File: src/rtl/panel_entry_ctrl_pkg.sv
// Shared definitions for the front-panel entry sequencer: FSM states,
// register-select codes, key-vector bit layout and key priority helpers.
package panel_entry_ctrl_pkg;

  typedef enum logic [1:0] {
    ST_IDLE   = 2'd0,
    ST_WR_REQ = 2'd1,
    ST_INC    = 2'd2,
    ST_RD_REQ = 2'd3
  } state_e;

  localparam logic [2:0] REG_A  = 3'd0;
  localparam logic [2:0] REG_X  = 3'd1;
  localparam logic [2:0] REG_Y  = 3'd2;
  localparam logic [2:0] REG_SP = 3'd3;
  localparam logic [2:0] REG_PC = 3'd4;

  // Packed key vector: {toreg[4:0], dec, stinc, load, hex[15:0]}
  localparam int KEY_W    = 24;
  localparam int KB_HEX   = 0;
  localparam int KB_LOAD  = 16;
  localparam int KB_STINC = 17;
  localparam int KB_DEC   = 18;
  localparam int KB_TOREG = 19;

  function automatic logic [3:0] lowest_hex(input logic [15:0] v);
    logic [3:0] idx;
    idx = '0;
    for (int i = 15; i >= 0; i--) begin
      if (v[i]) idx = 4'(i);
    end
    return idx;
  endfunction

  function automatic logic [2:0] lowest_reg(input logic [4:0] v);
    logic [2:0] idx;
    idx = '0;
    for (int i = 4; i >= 0; i--) begin
      if (v[i]) idx = 3'(i);
    end
    return idx;
  endfunction

endpackage

File: src/rtl/panel_entry_ctrl_key_edge.sv
// Rising-edge detector for debounced key levels. The previous-level register
// resets to all-ones so a key held through reset must be released first.
module key_edge #(
  parameter int W = 1
) (
  input  logic         clk,
  input  logic         rst_n,
  input  logic [W-1:0] i_level,
  output logic [W-1:0] o_rise
);

  logic [W-1:0] r_prev;

  always_ff @(posedge clk) begin
    if (!rst_n) r_prev <= '1;
    else        r_prev <= i_level;
  end

  assign o_rise = i_level & ~r_prev;

endmodule

File: src/rtl/panel_entry_ctrl.sv
// Front-panel monitor sequencer: turns key events into address/data entry,
// memory read/write handshakes and CPU register writes.
module panel_entry_ctrl
  import panel_entry_ctrl_pkg::*;
#(
  parameter int ADDR_W  = 16,
  parameter int TIMEOUT = 255
) (
  input  logic              clk,
  input  logic              rst_n,
  input  logic [15:0]       key_hex,
  input  logic              key_load,
  input  logic              key_stinc,
  input  logic              key_dec,
  input  logic [4:0]        key_toreg,
  input  logic              halted,
  output logic              mem_req,
  output logic              mem_we,
  output logic [ADDR_W-1:0] mem_addr,
  output logic [7:0]        mem_wdata,
  input  logic              mem_ack,
  input  logic [7:0]        mem_rdata,
  output logic              reg_wr,
  output logic [2:0]        reg_sel,
  output logic [ADDR_W-1:0] reg_wdata,
  output logic [ADDR_W-1:0] disp_addr,
  output logic [7:0]        disp_data,
  output logic              mode_data,
  output logic              busy,
  output logic              err
);

  localparam int CNT_W = $clog2(TIMEOUT + 1);

  logic [KEY_W-1:0]  w_rise;
  logic [ADDR_W-1:0] w_addr_dec;
  logic [3:0]        w_hex_idx;
  logic [2:0]        w_reg_idx;
  logic              w_timeout;

  state_e            r_state;
  logic [CNT_W-1:0]  r_wait_cnt;
  logic              r_req;
  logic              r_we;
  logic [ADDR_W-1:0] r_addr;
  logic [7:0]        r_wdata;
  logic              r_reg_wr;
  logic [2:0]        r_reg_sel;
  logic [ADDR_W-1:0] r_reg_wdata;
  logic [ADDR_W-1:0] r_disp_addr;
  logic [7:0]        r_disp_data;
  logic              r_mode_data;
  logic              r_err;

  key_edge #(.W(KEY_W)) u_key_edge (
    .clk     (clk),
    .rst_n   (rst_n),
    .i_level ({key_toreg, key_dec, key_stinc, key_load, key_hex}),
    .o_rise  (w_rise)
  );

  assign w_addr_dec = r_disp_addr - ADDR_W'(1);
  assign w_hex_idx  = lowest_hex(w_rise[KB_HEX +: 16]);
  assign w_reg_idx  = lowest_reg(w_rise[KB_TOREG +: 5]);
  // Last unacknowledged cycle of the wait budget: abandon the transaction.
  assign w_timeout  = !mem_ack && (r_wait_cnt == CNT_W'(TIMEOUT - 1));

  always_ff @(posedge clk) begin
    if (!rst_n) begin
      r_state     <= ST_IDLE;
      r_wait_cnt  <= '0;
      r_req       <= 1'b0;
      r_we        <= 1'b0;
      r_addr      <= '0;
      r_wdata     <= '0;
      r_reg_wr    <= 1'b0;
      r_reg_sel   <= '0;
      r_reg_wdata <= '0;
      r_disp_addr <= '0;
      r_disp_data <= '0;
      r_mode_data <= 1'b0;
      r_err       <= 1'b0;
    end else begin
      r_reg_wr <= 1'b0;
      case (r_state)
        ST_IDLE: begin
          r_wait_cnt <= '0;
          if (w_rise[KB_STINC]) begin
            r_err       <= 1'b0;
            r_mode_data <= 1'b1;
            r_req       <= 1'b1;
            r_we        <= 1'b1;
            r_addr      <= r_disp_addr;
            r_wdata     <= r_disp_data;
            r_state     <= ST_WR_REQ;
          end else if (w_rise[KB_DEC]) begin
            r_err       <= 1'b0;
            r_mode_data <= 1'b1;
            r_disp_addr <= w_addr_dec;
            r_req       <= 1'b1;
            r_we        <= 1'b0;
            r_addr      <= w_addr_dec;
            r_state     <= ST_RD_REQ;
          end else if (w_rise[KB_LOAD]) begin
            r_err <= 1'b0;
            if (!r_mode_data) begin
              r_mode_data <= 1'b1;
              r_req       <= 1'b1;
              r_we        <= 1'b0;
              r_addr      <= r_disp_addr;
              r_state     <= ST_RD_REQ;
            end else begin
              r_mode_data <= 1'b0;
            end
          end else if (|w_rise[KB_TOREG +: 5]) begin
            if (halted) begin
              r_err     <= 1'b0;
              r_reg_wr  <= 1'b1;
              r_reg_sel <= w_reg_idx;
              // SP/PC take the full entry value; A/X/Y take the data byte
              if (w_reg_idx == REG_SP || w_reg_idx == REG_PC)
                r_reg_wdata <= r_disp_addr;
              else
                r_reg_wdata <= {{(ADDR_W-8){1'b0}}, r_disp_data};
            end else begin
              r_err <= 1'b1;
            end
          end else if (|w_rise[KB_HEX +: 16]) begin
            r_err <= 1'b0;
            if (r_mode_data) r_disp_data <= {r_disp_data[3:0], w_hex_idx};
            else             r_disp_addr <= {r_disp_addr[ADDR_W-5:0], w_hex_idx};
          end
        end
        ST_WR_REQ: begin
          if (mem_ack) begin
            r_req       <= 1'b0;
            r_we        <= 1'b0;
            r_disp_addr <= r_disp_addr + ADDR_W'(1);
            r_state     <= ST_INC;
          end else if (w_timeout) begin
            r_req   <= 1'b0;
            r_we    <= 1'b0;
            r_err   <= 1'b1;
            r_state <= ST_IDLE;
          end else begin
            r_wait_cnt <= r_wait_cnt + CNT_W'(1);
          end
        end
        ST_INC: begin
          r_wait_cnt <= '0;
          r_req      <= 1'b1;
          r_we       <= 1'b0;
          r_addr     <= r_disp_addr;
          r_state    <= ST_RD_REQ;
        end
        ST_RD_REQ: begin
          if (mem_ack) begin
            r_req       <= 1'b0;
            r_disp_data <= mem_rdata;
            r_state     <= ST_IDLE;
          end else if (w_timeout) begin
            r_req   <= 1'b0;
            r_err   <= 1'b1;
            r_state <= ST_IDLE;
          end else begin
            r_wait_cnt <= r_wait_cnt + CNT_W'(1);
          end
        end
        default: r_state <= ST_IDLE;
      endcase
    end
  end

  assign mem_req   = r_req;
  assign mem_we    = r_we;
  assign mem_addr  = r_addr;
  assign mem_wdata = r_wdata;
  assign reg_wr    = r_reg_wr;
  assign reg_sel   = r_reg_sel;
  assign reg_wdata = r_reg_wdata;
  assign disp_addr = r_disp_addr;
  assign disp_data = r_disp_data;
  assign mode_data = r_mode_data;
  assign busy      = (r_state != ST_IDLE);
  assign err       = r_err;

endmodule

File: config.mk
export PLATFORM = sky130hd
export DESIGN_NAME = panel_entry_ctrl
export DESIGN_NICKNAME = d
export VERILOG_FILES = /design/src/rtl/panel_entry_ctrl_pkg.sv /design/src/rtl/panel_entry_ctrl_key_edge.sv /design/src/rtl/panel_entry_ctrl.sv
export SDC_FILE = /design/constraint.sdc
export NUM_CORES = 1
export LEC_CHECK = 0
export CAP_MARGIN = 10
export CORE_UTILIZATION = 30
export DETAILED_ROUTE_END_ITERATION = 8
export PLACE_DENSITY = 0.56
export SYNTH_ARGS = -nofsm -noshare
export SYNTH_HDL_FRONTEND = slang
export SYNTH_SLANG_ARGS = --single-unit
export TNS_END_PERCENT = 20
File: constraint.sdc
create_clock -name clk -period 2.66 [get_ports clk]
set_clock_uncertainty 0.15 [all_clocks]
set_input_delay 0.665 -clock clk [delete_from_list [all_inputs] [get_ports clk]]
set_output_delay 0.665 -clock clk [all_outputs]
set_load 0.01 [all_outputs]
==> impl_metrics.toml, run 1 <==
[global_routing]
grt_first_pass_wirelength_um = 27000
grt_util_all_layers_pct = 18.6
maximum_number_of_pins_on_one_net_before_global_route_repair = 33
gr-total-overflow = 0
antenna_found_initial = 0
grt_pass1_vias = 5144

[yosys]
syn_area_sq_um = 5500
synthCells = 681
adder_cell_share_of_the_synthesized_area_pct = 1.82
synth-edff-count = 0
synthFlopType = "dfxtp_1"
synth.mux.area_fraction_pct = 2.73
ys_seq_area_share_pct = 38.6
post_synth_and_or_nand_nor_area_fraction_pct = 26.7
async_flop_share_pct = 0
ys_ff_latch = 106
dominant_combinational_cell_family_by_area_after_synthesis = "simple AND/OR/NAND/NOR gates"
complex_gate_fraction_of_the_synthesized_area_pct = 21.5
netlist-cell-type-count = 63
syn-num-nets = 725
post_synth_xor_area_fraction_pct = 3.98
synthesis.yosys.warnings = 0
postSynthAreaPerCell_sq_um = 8.07

[critical_path]
timing.critical_path.from_type = "primary input"
timing.setup.critical_path_class = "in -> reg"
worst_ep_arrival_time_ns = 2.74
worstSetupEndpointType = "flip-flop"
worst_ep_required_ns = 2.78
worst-path-max-fanout = 5

[finish]
num_antenna_cells = 0
layout_commonest_cell = "dfxtp_1"
finalNetCount = 899
final_design_area_no_fill_sq_um = 7900
fill_cells = 1857
finish.cell_count_without_fillers = 1089
area.growth.synth_to_final_pct = 43.7
ratio_of_cells_with_drive_above_1_in_the_final_layout_pct = 17.8
most-common-layout-cells = "dfxtp_1 (106), clkdlybuf4s50_1 (99), buf_4 (93)"

[sta]
final_critical_path_setup_slack_ns = 0.0396
min_period_over_period_pct = 98.5
finalCriticalPeriod_ns = 2.62
slew_violations = 0
finalSetupViolCount = 0
maxSlewHeadroom_pct = 62.8
whs_ns = 0.302
worst_pin_slew_ns = 0.555
max_frequency_mhz = 382
timing.final.hold_violations = 0
unrepaired_setup_endpoints_after_global_routing = "true"

[clock_tree]
tritoncts = "yes"
max-clock-path-buffers = 2
clkTransAtPathRegs_ns = 0.07
clk_latency_ns = 0.36
cts_inserted_buffers = 9
numClockSinks = 106
cts.htree.levels = 3
cts_root_buf = "clkbuf_16"

[outcome]
result_of_the_run = "complete, no violations"

[power_and_ir_drop]
p_per_area_nw_per_um2 = 940
leakagePower_nw = 2.92
power.total_mw = 7.42
max-vdd-ir-drop_mv = 0.432

[floorplanning]
core_area_sq_um = 18000
fp-row-count = 49
boundaryPins = 109
initial_utilization_pct = 30.6
die_area_sq_um = 18900
floorplan.die.height_um = 137
chipWidth_um = 137

[detailed_routing]
wire_per_inst_um = 15.5
final_antenna_net_count = 0
dr.first_iter.drc_count = 408
drc_errors = 0
finalWirelength_um = 16900
avgViaCountPerCell = 5.07
route.vias.total = 5522
drt_pre_antenna_iters = 5

[place]
port_buffers = 108
total_half_perimeter_wirelength_after_legalization_and_detailed_placement_um = 12300
routabilityCongestion = 0.824
placed_cell_area_sq_um = 7470
minimum_setup_slack_after_placement_ns = -0.669
placed_cell_count = 1069

[hold_path]
timing.hold.worst.class = "reg -> reg"

[job]
timing.max_cap.violations = 0
==> final cells by class <==
class                      count  area, sq um  area share, %
clock buffer                  11          243           3.07
clock inverter                 5         61.3          0.776
inverter                      13         48.8          0.618
multi-input combinational    515         3240           41.0
sequential                   106         2120           26.9
tap                          229          287           3.63
timing repair buffer         210         1900           24.0
==> per-stage QoR <==
stage,setup TNS (ns),util (%)
2_1_floorplan,-1.27,-
3_3_place_gp,-20.05,41.6
3_5_place_dp,-20.74,41.6
4_1_cts,-0.00392,43.7
5_1_grt,-0.0197,44.0
6_report,0,44.0
==> worst paths after layout <==
path / startpoint / to / slack (ns) / depth (start not counted)
worst max-delay path: key_hex[4] / disp_addr[15]$_SDFFE_PN0P_ / 0.04 / 9
worst min-delay path: reg_wdata[12]$_SDFFE_PN0P_ / reg_wdata[12]$_SDFFE_PN0P_ / 0.30 / 2
worst max register to register: u_key_edge.r_prev[4]$_SDFF_PN1_ / disp_addr[15]$_SDFFE_PN0P_ / 0.17 / 8
worst min register to register: reg_wdata[12]$_SDFFE_PN0P_ / reg_wdata[12]$_SDFFE_PN0P_ / 0.30 / 2
==> registers in the layout (all words and copies together), names as in the netlist, 2 cells and up <==
register and count:
reg_sel 3, r_state 2, mem_wdata 8, disp_data 8, r_wait_cnt 8, disp_addr 16
u_key_edge.r_prev 24, mem_addr 16, reg_wdata 16
==> cells in the mapped netlist, types with 4 or more instances <==
| master | n | area share [%] |
|---|---|---|
| dfxtp_1 | 106 | 39 |
| nor2_1 | 78 | 5.3 |
| nand2_1 | 72 | 4.9 |
| a21oi_1 | 43 | 3.9 |
| clkbuf_1 | 40 | 2.7 |
| nand2b_1 | 39 | 4.4 |
| a211oi_1 | 32 | 4.4 |
| o21ai_0 | 29 | 2.6 |
| nand3_1 | 23 | 2.1 |
| nor2b_1 | 21 | 2.4 |
| mux2i_1 | 15 | 2.7 |
| nor3_1 | 14 | 1.3 |
| xnor2_1 | 14 | 2.2 |
| inv_1 | 12 | 0.82 |
| xor2_1 | 11 | 1.8 |
| nor4_1 | 9 | 1.0 |
| a31oi_1 | 8 | 0.91 |
| ha_1 | 8 | 1.8 |
| o211ai_1 | 8 | 1.1 |
| and3_1 | 6 | 0.68 |
| or3_1 | 6 | 0.68 |
| and2_1 | 5 | 0.57 |
| and4_1 | 5 | 0.80 |
| o31ai_1 | 5 | 0.68 |
| a221oi_1 | 4 | 0.64 |
| nand4_1 | 4 | 0.46 |
| o32ai_1 | 4 | 0.64 |
| or4_1 | 4 | 0.55 |
==> critical path: stages <==
cell and delay (ns):
buf_2 0.11, nor2b_4 0.12, or4_4 0.53, or4_4 0.60, a32oi_4 0.26, buf_6 0.16, buf_4 0.13, a21oi_2 0.04
o32ai_2 0.12
==> power breakdown <==
part | internal, mW | leakage [nW] | total, mW | switching, mW
Sequential | 1.83 | 0.868 | 2.09 | 0.259
Combinational | 1.84 | 1.92 | 3.93 | 2.09
Clock | 0.761 | 0.138 | 1.40 | 0.638
==> logic make-up after synthesis <==
kind of cell / Yosys count
xor gates and xnor gates: 25
and+or+nand+nor: 295
muxes: 15
adders and majority gates: 8
AOI/OAI and AO/OA: 171
DFF: 106
buffers and inverters: 61
==> repair_timing <==
action / 4_1_cts / 5_1_grt
hold buffers: 0 / 0
pin swaps: 6 / 8
endpoints found under the setup margin: 25 / 35
gates resized for setup: 38 / 10
buffers inserted: 1 / 1
gates cloned: 2 / 0
==> layer usage <==
| metal | part of all wire [%] | GRT usage, % |
|---|---|---|
| met1 | 45 | 23.8 |
| met2 | 46 | 30.1 |
| met3 | 7.6 | 6.36 |
| met4 | 0.92 | 3.91 |
| met5 | 0 | 0 |
Note: power is estimated with default switching activity, not from simulation.
==> inputs of run 2 (changes only) <==
REMOVE_ABC_BUFFERS = 1   (was unset)
==> run 2 against run 1 <==
  * Critical path depth stayed put
  * Maximum frequency is 0.80% higher
  * Sequential power hardly changed
  * Largest power group unchanged
  * Combinational power is 2% higher
  * Wire length is 0.21% higher
  * Utilization is 0.22 points higher
  * Worst hold slack better by 0.0017 ns
  * Global-route usage is 0.13 points lower
  * Via count is 0.14% lower
  * Register-to-register slack better by 0.02 ns
==> impl_metrics.toml, run 2 (synthesis results as in run 1) <==
[sta]
min_period_over_period_pct = 97.7
unrepaired_setup_endpoints_after_global_routing = "false"
worst_pin_slew_ns = 0.604
slew_violations = 0
finalCriticalPeriod_ns = 2.60
finalSetupViolCount = 0
maxSlewHeadroom_pct = 59.4
timing.final.hold_violations = 0
max_frequency_mhz = 385

[global_routing]
grt_pass1_vias = 5055
antenna_found_initial = 0
gr-total-overflow = 0
maximum_number_of_pins_on_one_net_before_global_route_repair = 27
grt_util_all_layers_pct = 18.5
grt_first_pass_wirelength_um = 26800

[critical_path]
timing.critical_path.from_type = "primary input"
path_depth = 9
worst_path_dominant_cell_family = "simple AND/OR/NAND/NOR gates"
worst_ep_arrival_time_ns = 2.72
timing.critical_path.mode_cell = "or4_4"
worstSetupEndpointType = "flip-flop"
crit_end = "disp_addr[9]$_SDFFE_PN0P_"
worst_path_max_delay_cell = "or4_4"
first_element_of_the_critical_path = "key_hex[4]"
critical_path.reg2reg.startpoint = "u_key_edge.r_prev[4]$_SDFF_PN1_"
timing.setup.critical_path_class = "in -> reg"
crit_chain = "buf_2 -> nor2b_4 -> or4_4 -> or4_4 -> a32oi_4 -> buf_12 -> buf_6 -> a21oi_1 -> o32ai_1"
critPathBufInv = 3
worst_r2r_end = "disp_addr[9]$_SDFFE_PN0P_"
worst_ep_required_ns = 2.78
worst-path-max-fanout = 6
worstRegToRegCells = 8
critPathMaxStageDelay_ns = 0.60
rrSetupSlack_ns = 0.19

[floorplanning]
chipWidth_um = 137
initial_utilization_pct = 30.6
core_area_sq_um = 18000
die_area_sq_um = 18900
fp-row-count = 49
boundaryPins = 109
floorplan.die.height_um = 137

[finish]
most-common-layout-cells = "dfxtp_1 (106), clkdlybuf4s50_1 (99), buf_4 (90)"
register_area_sq_um = 2120
flip_flop_count_of_the_largest_register_all_copies_and_words_added = 24
finalNetCount = 894
area.growth.synth_to_final_pct = 44.4
final_design_area_no_fill_sq_um = 7940
multi_input_comb_area_sq_um = 3200
largest_register = "u_key_edge.r_prev"
num_antenna_cells = 0
fill_cells = 1783
ratio_of_cells_with_drive_above_1_in_the_final_layout_pct = 16.8
layout_commonest_cell = "dfxtp_1"

[power_and_ir_drop]
netSwitchingFraction_pct = 37.5
switching_power_mw = 2.95
share_clk_of_total_power_pct = 22.1
power.total_mw = 7.87
max-vdd-ir-drop_mv = 0.575
internal_power_mw = 4.92
leakagePower_nw = 2.96
share_comb_of_total_power_pct = 51.1
share_seq_of_total_power_pct = 26.7
p_per_area_nw_per_um2 = 991

[clock_tree]
cts.htree.levels = 3
cts_root_buf = "clkbuf_16"
cts_inserted_buffers = 9
clkTransAtPathRegs_ns = 0.08
numClockSinks = 106
tritoncts = "yes"
clk_latency_ns = 0.36
number_of_buffers_added_to_fix_hold_violations_after_cts = 0
max-clock-path-buffers = 2

[hold_path]
timing.hold.worst.class = "reg -> reg"

[place]
total_half_perimeter_wirelength_after_legalization_and_detailed_placement_um = 12200
placed_cell_area_sq_um = 7400
routabilityCongestion = 0.851
port_buffers = 108

[detailed_routing]
drt_pre_antenna_iters = 5
avgViaCountPerCell = 5.09
total_length_of_routed_met3_wires_um = 1090
detail_route.wirelength.met1_um = 7490
dr.first_iter.drc_count = 414
route.top_layer_used = "met4"
final_antenna_net_count = 0
drc_errors = 0
route.vias.total = 5514
wire_per_inst_um = 15.6
met2_length_um = 8070
finalWirelength_um = 16900

[job]
timing.max_cap.violations = 0

[outcome]
result_of_the_run = "complete, no violations"
## run 2: timing repair
action	4_1_cts	5_1_grt
gates resized for setup	36	6
endpoints found under the hold margin	0	0
gates cloned	1	0
pin swaps	5	5
setup buffers	3	2
endpoints found under the setup margin	25	16
## run 2: cell type report
class                      count  area share [%]
multi-input combinational    514            40.3
clock inverter                 7            2.08
sequential                   106            26.7
inverter                      13           0.615
clock buffer                   9            2.84
timing repair buffer         206            23.8
tap                          229            3.61
## run 2: power by group through the flow
stage	sequential [mW]	combinational, mW	clock (mW)
floorplan	2.23	1.88	0
global placement	2.14	3.76	0
detailed placement	2.14	3.77	0
CTS	2.10	4.02	1.78
global route	2.14	4.40	1.84
finish	2.10	4.02	1.74
## run 2: how the worst min path moves through the flow
stage | from | endpoint | slack [ns] | depth (start not counted)
floorplan | reg_sel[0]$_SDFFE_PN0P_ | reg_sel[0]$_SDFFE_PN0P_ | 0.33 | 2
global placement | reg_sel[1]$_SDFFE_PN0P_ | reg_sel[1]$_SDFFE_PN0P_ | 0.29 | 2
detailed placement | reg_sel[1]$_SDFFE_PN0P_ | reg_sel[1]$_SDFFE_PN0P_ | 0.30 | 2
CTS | reg_sel[1]$_SDFFE_PN0P_ | reg_sel[1]$_SDFFE_PN0P_ | 0.31 | 2
global route | mem_wdata[1]$_SDFFE_PN0P_ | mem_wdata[1]$_SDFFE_PN0P_ | 0.33 | 2
finish | reg_sel[1]$_SDFFE_PN0P_ | reg_sel[1]$_SDFFE_PN0P_ | 0.30 | 2
## run 2: routing by layer
metal / vias up / GRT usage (%)
li1: 2783 / -
met1: 2570 / 22.8
met2: 144 / 30.7
met3: 17 / 5.41
met4: 0 / 6.11
met5: - / 0
## run 2: stage by stage
step,TNS (ns),setup slack (ns),utilization [%],hold slack [ns],std cells
2_1_floorplan,-13.80,-0.684,-,0.326,633
3_3_place_gp,-20.06,-0.645,41.2,0.289,1062
3_5_place_dp,-20.53,-0.686,41.2,0.297,1062
4_1_cts,0,0.00572,44.1,0.306,1082
5_1_grt,0,0.000207,44.2,0.327,1084
6_report,0,0.0603,44.2,0.303,1084
## run 2: worst register-to-register path: cells and delay by family (launching register included)
family                 cells  cell delay (ns)
AOI/OAI and AO/OA          3             0.43
and+or+nand+nor            3             1.19
buffers and inverters      2             0.27
DFF                        1             0.36
==> inputs of run 3 (changes only) <==
CELL_PAD_IN_SITES_DETAIL_PLACEMENT = 0   (was unset)
CELL_PAD_IN_SITES_GLOBAL_PLACEMENT = 1   (was unset)
CTS_CLUSTER_SIZE = 20   (was unset)
PLACE_DENSITY = 0.71   (was 0.56)
==> run 3 against run 2 <==
  * Wire length grew 6.3%
  * Combinational power shrank 2%
  * Register-to-register slack got worse by 0.04 ns
  * Count of clock-buffer cells in the layout increased by 3
  * Critical endpoint is now disp_addr[1]$_SDFFE_PN0P_
  * Design area shrank 0.58%
  * Maximum frequency fell by 0.52%
  * Global-route usage up 1.2 points
==> impl_metrics.toml, run 3 (synthesis results as in run 1) <==
[outcome]
result_of_the_run = "complete, no violations"

[global_routing]
maximum_number_of_pins_on_one_net_before_global_route_repair = 36
grt_first_pass_wirelength_um = 28500
gr-total-overflow = 0
grt_pass1_vias = 5469
antenna_found_initial = 0
grt_util_all_layers_pct = 19.7

[finish]
largest_register = "u_key_edge.r_prev"
flip_flop_count_of_the_largest_register_all_copies_and_words_added = 24
area.growth.synth_to_final_pct = 43.6
layout_commonest_cell = "dfxtp_1"
finalNetCount = 899
most-common-layout-cells = "dfxtp_1 (104), buf_4 (98), clkdlybuf4s50_1 (97)"
num_antenna_cells = 0
ratio_of_cells_with_drive_above_1_in_the_final_layout_pct = 18.1
fill_cells = 1755
finish.cell_count_without_fillers = 1089

[critical_path]
worst_ep_required_ns = 2.75
critPathBufInv = 3
timing.setup.critical_path_class = "in -> reg"
crit_chain = "clkbuf_2 -> nor2b_4 -> or4_4 -> or4_4 -> a32oi_4 -> buf_12 -> buf_8 -> a311o_1 -> a21oi_2"
worst_path_dominant_cell_family = "simple AND/OR/NAND/NOR gates"
worst_ep_arrival_time_ns = 2.70
timing.critical_path.mode_cell = "or4_4"
worstRegToRegCells = 8
worst-path-max-fanout = 8
path_depth = 9
timing.critical_path.from_type = "primary input"
worst_path_max_delay_cell = "or4_4"
worstSetupEndpointType = "flip-flop"
critPathMaxStageDelay_ns = 0.60

[detailed_routing]
final_antenna_net_count = 0
finalWirelength_um = 18000
dr.first_iter.drc_count = 387
avgViaCountPerCell = 5.17
drt_pre_antenna_iters = 5
route.vias.total = 5632
wire_per_inst_um = 16.5
drc_errors = 0

[place]
placed_cell_count = 1067
minimum_setup_slack_after_placement_ns = -0.688
total_half_perimeter_wirelength_after_legalization_and_detailed_placement_um = 13300
routabilityCongestion = 0.858
port_buffers = 108

[power_and_ir_drop]
power.total_mw = 7.49
netSwitchingFraction_pct = 39.8
p_per_area_nw_per_um2 = 949
internal_power_mw = 4.51
switching_power_mw = 2.98
leakagePower_nw = 2.96
max-vdd-ir-drop_mv = 0.439
share_comb_of_total_power_pct = 52.7
share_seq_of_total_power_pct = 28.1
share_clk_of_total_power_pct = 19.2

[sta]
maxSlewHeadroom_pct = 62.5
finalSetupViolCount = 0
unrepaired_setup_endpoints_after_global_routing = "false"
max_frequency_mhz = 383
whs_ns = 0.307
slew_violations = 0
worst_pin_slew_ns = 0.556
min_period_over_period_pct = 98.2
final_critical_path_setup_slack_ns = 0.0469
finalCriticalPeriod_ns = 2.61
timing.final.hold_violations = 0

[floorplanning]
chipWidth_um = 137
core_area_sq_um = 18000
initial_utilization_pct = 30.6
fp-row-count = 49
boundaryPins = 109
die_area_sq_um = 18900
floorplan.die.height_um = 137

[clock_tree]
clk_latency_ns = 0.35
max-clock-path-buffers = 2
cts_root_buf = "clkbuf_16"
clkTransAtPathRegs_ns = 0.07
tritoncts = "yes"
cts.htree.levels = 3
cts_inserted_buffers = 9
numClockSinks = 106

[hold_path]
worst_hold_path.num_cells = 2
timing.hold.worst.class = "reg -> reg"

[job]
timing.max_cap.violations = 0
-- run 3: changes by cell type in the layout (fill, tap and decap cells not counted), moves of 2 or more --
cell             previous run  this run
clkbuf_1                    0         3
buf_6                       2         0
dfxtp_2                     0         2
clkdlybuf4s50_1            99        97
dlymetal6s2s_1              1         3
clkbuf_2                    1         3
dlygate4sd2_1               3         0
dfxtp_1                   106       104
bufinv_16                   5         2
buf_4                      90        98
-- run 3: area by class of cell --
| type | count | area (sq um) | share of cell area [%] |
|---|---|---|---|
| multi-input combinational | 514 | 3230 | 40.9 |
| sequential | 106 | 2120 | 26.9 |
| timing repair buffer | 211 | 1890 | 23.9 |
| tap | 229 | 287 | 3.63 |
| clock buffer | 12 | 236 | 3.00 |
| clock inverter | 4 | 76.3 | 0.967 |
| inverter | 13 | 48.8 | 0.618 |
-- run 3: metal layers --
metal | track usage, % | vias to the layer above | wire length, um
met4 | 5.37 | 0 | 238
met5 | 0 | - | 0
met2 | 34.4 | 160 | 8860
li1 | - | 2789 | -
met3 | 4.23 | 17 | 950
met1 | 24.3 | 2666 | 7920
-- run 3: worst paths after layout --
| kind | startpoint | end | slack [ns] |
|---|---|---|---|
| worst min register to register | reg_sel[0]$_SDFFE_PN0P_ | reg_sel[0]$_SDFFE_PN0P_ | 0.31 |
| worst max-delay path | key_hex[11] | disp_addr[1]$_SDFFE_PN0P_ | 0.05 |
| worst max register to register | u_key_edge.r_prev[11]$_SDFF_PN1_ | disp_addr[1]$_SDFFE_PN0P_ | 0.15 |
| worst min-delay path | reg_sel[0]$_SDFFE_PN0P_ | reg_sel[0]$_SDFFE_PN0P_ | 0.31 |
-- run 3: repair_timing --
action,CTS,global route
setup buffers,4,2
pin swaps,7,7
resized for setup,40,21
setup endpoints to repair,24,39
endpoints found under the hold margin,0,0
hold buffers,0,0
-- run 3: worst min-delay path: stages, from the launching register on --
cell and delay (ns):
dfxtp_1 0.31, nand2_1 0.05, a21oi_1 0.05
-- run 3: through the flow --
stage	util [%]	cell area (sq um)	setup TNS, ns
after floorplan	-	5290	-13.80
after global placement	41.4	7440	-19.92
after detailed placement	41.4	7440	-21.39
after CTS	43.6	7840	0
after global routing	43.9	7890	0
final	43.9	7890	0
-- run 3: power groups by stage --
stage / combinational, mW / clock [mW] / sequential, mW
2_1_floorplan: 1.88 / 0 / 2.23
5_1_grt: 4.30 / 1.55 / 2.14
3_5_place_dp: 3.77 / 0 / 2.13
6_report: 3.95 / 1.44 / 2.11
3_3_place_gp: 3.72 / 0 / 2.13
4_1_cts: 3.88 / 1.48 / 2.10
==> edit: new RTL, config.mk and constraints of run 1 <==
Set the parameter `ADDR_W` to 15 (it was 16).
--- a/src/rtl/panel_entry_ctrl.sv
+++ b/src/rtl/panel_entry_ctrl.sv
@@ -5,3 +5,3 @@
 #(
-  parameter int ADDR_W  = 16,
+  parameter int ADDR_W  = 15,
   parameter int TIMEOUT = 255
Ports: changed (resized disp_addr, mem_addr and reg_wdata); port bits go from 109 to 106. The function was not compared with the original's and may differ.
==> edit against run 1 <==
Area after synthesis decreased by 2.8%. Synthesized cell count grew 0.88%. Combinational power decreased by 7.4%. Worst setup slack improved by 110 ps. Utilization fell by 0.81 points. Power decreased by 5.7%. Final area is 5.2% lower. Routed wire length is 4.8% lower. Sequential cell count is 3 lower. Critical path type is now register to register.
==> edit: results (changes against run 1) <==
<table>
<tr><th>Metric</th><th>Value</th></tr>
<tr><th colspan="2">Outcome</th></tr>
<tr><td>Run status</td><td>finished clean</td></tr>
<tr><th colspan="2">Worst setup path</th></tr>
<tr><td>Largest fanout of any net on the critical path</td><td>9 (+4)</td></tr>
<tr><td>Largest stage delay on the critical path</td><td>520 ps (-80 ps)</td></tr>
<tr><td>Critical path arrival</td><td>2650 ps (-90 ps)</td></tr>
<tr><th colspan="2">Route</th></tr>
<tr><td>Detailed route wirelength on metal2</td><td>7380 µm (-5.9%)</td></tr>
<tr><td>Number of detailed-routing iterations run before antenna repair</td><td>4 (-1)</td></tr>
<tr><td>Number of DRC violations after detailed-routing iteration 0</td><td>402 (-1.5%)</td></tr>
<tr><td>Wire length per cell after detailed routing</td><td>15.1 µm (-2.8%)</td></tr>
<tr><td>Routed length on met3</td><td>786 µm (-38%)</td></tr>
<tr><th colspan="2">Placed design</th></tr>
<tr><td>Placed standard-cell area</td><td>7180 µm² (-3.9%)</td></tr>
<tr><td>GP Congestion</td><td>0.869 (+5.6%)</td></tr>
<tr><td>DP HPWL</td><td>12000 µm (-2.3%)</td></tr>
<tr><td>Count of buffers from port buffering</td><td>105 (-2.8%)</td></tr>
<tr><td>Setup WS pre-CTS</td><td>-253 ps (+416 ps)</td></tr>
<tr><th colspan="2">Finish</th></tr>
<tr><td>Filler Cells Inserted</td><td>1778 (-4.3%)</td></tr>
<tr><td>Clock buffer and inverter area fraction after layout</td><td>3.91% (+0.059 points)</td></tr>
<tr><td>Proportion of cell area occupied by multi-input gates</td><td>40.6% (-0.41 points)</td></tr>
<tr><td>Number of inverters outside the clock class in the layout</td><td>15 (+2)</td></tr>
<tr><td>Number of multi-input logic gates</td><td>517 (+0.39%)</td></tr>
<tr><td>Fraction of cell area in non-clock buffers</td><td>23.5% (-0.58 points)</td></tr>
<tr><td>Area used by sequential logic in the layout</td><td>2060 µm² (-2.8%)</td></tr>
<tr><th colspan="2">Power</th></tr>
<tr><td>Peak ir drop on the vdd network</td><td>463 µV (+7.2%)</td></tr>
<tr><td>Leakage power total</td><td>2.73 nW (-6.6%)</td></tr>
<tr><th colspan="2">Global routing</th></tr>
<tr><td>Global routing met2 resource utilization</td><td>29.7% (-0.42 points)</td></tr>
<tr><td>Wire length of the first global-routing pass</td><td>26500 µm (-1.9%)</td></tr>
<tr><td>Global-route total usage across every layer</td><td>18.5% (-0.10 points)</td></tr>
<tr><td>Met3 Track Usage GR</td><td>4.00% (-2.4 points)</td></tr>
<tr><td>Via count of the first global-routing pass</td><td>5131 (-0.25%)</td></tr>
<tr><td>Largest net degree at the start of global routing</td><td>36 (+9.1%)</td></tr>
<tr><th colspan="2">Logic synthesis</th></tr>
<tr><td>Sequential-to-total area share from yosys stat</td><td>38.6% (about the same)</td></tr>
<tr><td>Syn nets</td><td>731 (+0.83%)</td></tr>
<tr><td>Synth Register Bits</td><td>103 (-2.8%)</td></tr>
<tr><th colspan="2">STA</th></tr>
<tr><td>Worst-Margin Slew</td><td>586 ps (+31.8 ps)</td></tr>
</table>
## edit: changes by cell type in the layout (fill, tap and decap cells not counted), moves of 5 or more
cell / run 1 / this run
sky130_fd_sc_hd__a21oi_1: 40 / 52
sky130_fd_sc_hd__buf_4: 93 / 81
sky130_fd_sc_hd__clkdlybuf4s50_1: 99 / 104
sky130_fd_sc_hd__nor2b_1: 12 / 20
sky130_fd_sc_hd__nor2b_4: 8 / 0
sky130_fd_sc_hd__xnor2_1: 14 / 9
## edit: cell families (layout without fill, tap and decap cells)
family	count (synthesis)	in the layout	share of synthesized area (%)
and+or+nand+nor	296	296	27.0
muxes	15	15	2.81
DFF	103	103	38.6
buffers and inverters	67	222	4.87
xor gates and xnor gates	23	23	3.77
AOI/OAI and AO/OA	175	175	21.0
adders and majority gates	8	8	1.87
## edit: where the power goes
part	switching (mW)	leakage (nW)	internal, mW	total [mW]
Combinational	1.98	1.75	1.66	3.64
Sequential	0.217	0.844	1.82	2.04
Clock	0.633	0.135	0.694	1.33
## edit: per-stage QoR
step,instances,util [%],power [mW]
finish,1067,43.2,7.00
global route,1067,43.2,7.53
CTS,1067,43.1,7.04
detailed placement,1051,41.4,5.70
global placement,1051,41.4,5.70
floorplan,687,-,4.17
## edit: timing repair
action                                  4_1_cts  5_1_grt
gates resized for setup                       1        3
endpoints found under the setup margin        1       10
pin swaps                                     0        0
setup buffers                                 0        0
endpoints found under the hold margin         0        0
## edit: worst paths after layout
path / slack, ps / cells past startpoint / start / endpoint
min: 300 / 2 / reg_wdata[12] / reg_wdata[12]
max reg2reg: 150 / 8 / disp_addr[0] / mem_addr[14]
max: 150 / 8 / disp_addr[0] / mem_addr[14]
min reg2reg: 300 / 2 / reg_wdata[12] / reg_wdata[12]
